**config.mk**
```make
export PLATFORM = sky130hd
export DESIGN_NAME = fetch_decode_skid_reg
export DESIGN_NICKNAME = d
export VERILOG_FILES = /design/src/rtl/fetch_decode_skid_reg.sv
export SDC_FILE = /design/constraint.sdc
export NUM_CORES = 1
export LEC_CHECK = 0
export CORE_UTILIZATION = 55
export CTS_BUF_LIST = sky130_fd_sc_hd__clkbuf_16
export DETAILED_ROUTE_END_ITERATION = 7
export PLACE_DENSITY = 0.86
export SYNTH_ARGS = -nofsm -noshare
export SYNTH_HDL_FRONTEND = slang
export SYNTH_SLANG_ARGS = --single-unit
export TNS_END_PERCENT = 100
```
**constraint.sdc**
```tcl
create_clock -name clk -period 3.5 [get_ports clk]
set_input_delay 0.7 -clock clk [delete_from_list [all_inputs] [get_ports clk]]
set_output_delay 0.7 -clock clk [all_outputs]
set_load 0.05 [all_outputs]
```
**src/rtl/fetch_decode_skid_reg.sv**
```systemverilog
// fetch_decode_skid_reg
//   Two-entry skid buffer between fetch and decode. Valid/ready handshake on
//   both sides. up_ready depends only on registered state and rst, so it has
//   no combinational path from dn_ready. flush empties the buffer and takes
//   priority over any handshake. rst overrides flush. Saturating counters
//   track stall cycles and flush cycles.
// Ports:
//   clk, rst                  clock, synchronous active-high reset
//   flush                     discard all buffered entries
//   up_valid/up_pc/up_inst    fetch side entry, up_ready accept
//   dn_valid/dn_pc/dn_inst    decode side entry (pc=0 / NOP when invalid)
//   dn_ready                  decode consumes the presented entry
//   stall_cnt, flush_cnt      saturating performance counters
module fetch_decode_skid_reg #(
   parameter int                PC_W     = 32,
   parameter int                INST_W   = 32,
   parameter logic [INST_W-1:0] NOP_INST = 32'h0000_0013,
   parameter int                CNT_W    = 16
) (
   input  logic              clk,
   input  logic              rst,
   input  logic              flush,
   input  logic              up_valid,
   input  logic [PC_W-1:0]   up_pc,
   input  logic [INST_W-1:0] up_inst,
   output logic              up_ready,
   output logic              dn_valid,
   output logic [PC_W-1:0]   dn_pc,
   output logic [INST_W-1:0] dn_inst,
   input  logic              dn_ready,
   output logic [CNT_W-1:0]  stall_cnt,
   output logic [CNT_W-1:0]  flush_cnt
);

   typedef enum logic [1:0] {EMPTY, ONE, FULL} state_t;

   typedef struct packed {
      logic [PC_W-1:0]   pc;
      logic [INST_W-1:0] inst;
   } entry_t;

   localparam entry_t           CLR     = '{pc: '0, inst: NOP_INST};
   localparam logic [CNT_W-1:0] CNT_MAX = '1;

   state_t state;
   entry_t m, s;
   entry_t up_e;
   logic   up_fire, dn_fire;

   assign up_e     = '{pc: up_pc, inst: up_inst};
   assign up_ready = !rst && (state != FULL);
   assign dn_valid = (state != EMPTY);
   assign up_fire  = up_valid && up_ready;
   assign dn_fire  = dn_valid && dn_ready;

   // Forced bubble on the outputs whenever nothing valid is held.
   assign dn_pc    = dn_valid ? m.pc   : '0;
   assign dn_inst  = dn_valid ? m.inst : NOP_INST;

   always_ff @(posedge clk) begin
      if (rst) begin
         state     <= EMPTY;
         m         <= CLR;
         s         <= CLR;
         stall_cnt <= '0;
         flush_cnt <= '0;
      end else begin
         // Stall is sampled on the pre-update state, so a stall in a flush
         // cycle still counts.
         if (dn_valid && !dn_ready && stall_cnt != CNT_MAX)
            stall_cnt <= stall_cnt + 1'b1;
         if (flush && flush_cnt != CNT_MAX)
            flush_cnt <= flush_cnt + 1'b1;

         if (flush) begin
            state <= EMPTY;
            m     <= CLR;
            s     <= CLR;
         end else begin
            case (state)
               EMPTY: begin
                  if (up_fire) begin
                     state <= ONE;
                     m     <= up_e;
                  end
               end
               ONE: begin
                  if (up_fire && dn_fire) begin
                     m <= up_e;
                  end else if (up_fire) begin
                     state <= FULL;
                     s     <= up_e;
                  end else if (dn_fire) begin
                     state <= EMPTY;
                     m     <= CLR;
                  end
               end
               FULL: begin
                  // up_ready is low here, so only the drain can happen.
                  if (dn_fire) begin
                     state <= ONE;
                     m     <= s;
                     s     <= CLR;
                  end
               end
               default: begin
                  state <= EMPTY;
                  m     <= CLR;
                  s     <= CLR;
               end
            endcase
         end
      end
   end

endmodule
```
==> metrics.txt <==
vias in the first global route between 6000 and 7000; TritonCTS Buffers 17; worst-margin pin slew 0.612 ns; H-tree levels 4; FF-to-FF Start state[0]; final critical-path setup slack 0.597 ns; root buffer cell clkbuf_16; drt drc 0; area grow syn2layout 38.4%; Worst setup EP type output pin; dpl hpwl 12500 µm; grt ovf 0; Die ar. 14200 µm²; final setup vio count 0; Syn Inst Count around 860; Worst path max stage delay 0.68 ns; Pleak 3.66 nW; Worst EP arrival 2.20 ns; IO buf count 166; Core Area 13300 µm²; hold path start m[15]; Global Route Usage Sum 0.278; CTS Hold Bufs 0; Die Ht around 120 µm; Data required, critical path around 2.8 ns; max cap viols 0; number of synthesized flops with an enable pin 0; # fillers ~930; Hold Slack 0.459 ns; Syn Std Cell Area around 7600 µm²; Nets 1064; clk sinks 162; Antenna diodes 0; clock slew at reported path FFs about 0.06 ns; TritonRoute pass-1 iters 5; Post-DRT Antenna Nets 0; placed inst area 9930 µm²; WL/cell 16.9 µm; share of layout cells above drive strength 1 0.127; Hold Fails Final Rpt 0; CP max FO 34; Period minus WS final ~2.9 ns; ys flop type dfxtp_1; count of state elements after synthesis 162; Distinct cells, synth 53; CP startpoint state[1]; FFs w/ async S/R, synth 0; setup TNS 0 ns; part of the cycle the worst path needs 0.830; register area 3240 µm²; Initial DRC Count 555; Die W 119 µm; Post-Layout Cell Count 1180; Util after Layout 0.784; Via-to-Cell Ratio between 5 and 6; Crit Path Class reg -> out; CTS Buffer Depth 2; clock skew 0.00649 ns; worst slack, placed 0.729 ns; Fmax achieved 0.344 GHz; CP max-delay cell dfxtp_1; number of cell rows 42; GPL Wtd Cong roughly 0.9; post-CTS setup buffers 0; final wirelength around 20000 µm; peak supply drop roughly 310 µV; CTS tree done; first-pass GRT wire length 32000 µm; RSZ-0062 raised after global routing false; Final Max Tran Viols 0; initial antenna violation count 0; CP cell instances nor2_1 -> inv_1 -> buf_4 -> and2_1 -> buf_12; mean post-synth cell area between 8 and 9 µm²; Synth warnings 0; sequential-to-total area share from yosys stat 0.429; final instance area about 10000 µm²; Worst-Skew Late Latency around 0.42 ns; PostCTS Resize Cnt 0; startpoint types flop; Post-Place Cells approximately 1200; Initial Util 0.566; multi-input logic area 3990 µm²; largest net degree at the start of global routing 125; Pwr Total 3.96 mW; Post-Syn Nets between 900 and 1000; IO Pins 167; status finished clean; Min-Delay Path Class reg -> reg; Slew headroom 0.592; DR vias 6923; PD cells 379 nW/µm²
==> cell type report <==
| type | count | share of cell area |
|---|---|---|
| tap | 176 | 0.0211 |
| clock inverter | 13 | 0.0103 |
| inverter | 9 | 0.00323 |
| sequential | 162 | 0.310 |
| clock buffer | 17 | 0.0407 |
| timing repair buffer | 182 | 0.233 |
| multi-input combinational | 621 | 0.381 |
==> worst paths after layout <==
kind,end,slack (ns),cells after the start
worst min-delay path,m[15],0.46,2
worst min register to register,m[15],0.46,2
worst max-delay path,dn_inst[24],0.60,5
worst max register to register,m[55],1.40,5
==> layer usage <==
metal | vias up | wire [µm] | global-route usage
met5 | - | 0 | 0
li1 | 3320 | - | -
met4 | 0 | 575 | 0.127
met2 | 244 | 9790 | 0.463
met3 | 43 | 1150 | 0.0618
met1 | 3316 | 8460 | 0.341
==> cells by family (layout without fill, tap and decap cells) <==
| group | Yosys count | after routing | synth area share |
|---|---|---|---|
| buf+inv | 81 | 221 | 0.0492 |
| mux | 74 | 74 | 0.0992 |
| fa+ha+maj | 2 | 2 | 0.00331 |
| flops | 162 | 162 | 0.429 |
| compound gates | 185 | 185 | 0.155 |
| simple gates | 360 | 360 | 0.264 |
==> critical path, delay by kind of cell, from the launching register on <==
family / cells / cell delay (ns)
flops: 1 / 0.68
buf+inv: 3 / 0.62
simple gates: 2 / 0.48
==> state kept, by name, indices dropped and copies added (netlist names) <==
register / cells
flush_cnt: 16
m: 64
s: 64
stall_cnt: 16
state: 2
==> cell usage after synthesis (3+ instances only) <==
cell type / instances / area [µm²]
or3_1: 7 / 43.8
mux2_2: 7 / 78.8
a22oi_1: 61 / 458
inv_1: 8 / 30.0
nand2b_1: 8 / 50.1
o41ai_1: 6 / 52.6
and3b_1: 3 / 26.3
and4_1: 4 / 35.0
buf_4: 6 / 45.0
nand4_1: 7 / 43.8
or4_1: 6 / 45.0
a21oi_1: 81 / 405
o21ai_1: 4 / 20.0
clkbuf_1: 44 / 165
buf_2: 18 / 90.1
mux2i_1: 67 / 671
o31ai_1: 5 / 37.5
a31oi_1: 5 / 31.3
nor3_1: 4 / 20.0
o311ai_0: 4 / 35.0
o22ai_1: 3 / 18.8
nand2_1: 20 / 75.1
nand3_1: 65 / 325
nor2b_1: 9 / 56.3
and2_1: 126 / 788
nor2_1: 78 / 293
and3_1: 7 / 43.8
o21ai_0: 6 / 30.0
dfxtp_1: 162 / 3240
buf_6: 3 / 33.8
==> placed cells by master (no fill, tap or decap), types with 16 or more instances in the layout <==
master,Yosys,routed
a22oi_1,61,61
buf_12,0,66
clkbuf_16,0,17
nor2_1,78,78
a21oi_1,81,81
clkdlybuf4s50_1,0,100
dfxtp_1,162,162
buf_4,6,16
nand2_1,20,19
mux2i_1,67,67
nand3_1,65,65
and2_1,126,125
==> where the power goes <==
group          switching (mW)  internal, mW
clock                   0.697          1.02
sequential             0.0147          1.87
combinational           0.205         0.164
Note: power is estimated with default switching activity, not from simulation.
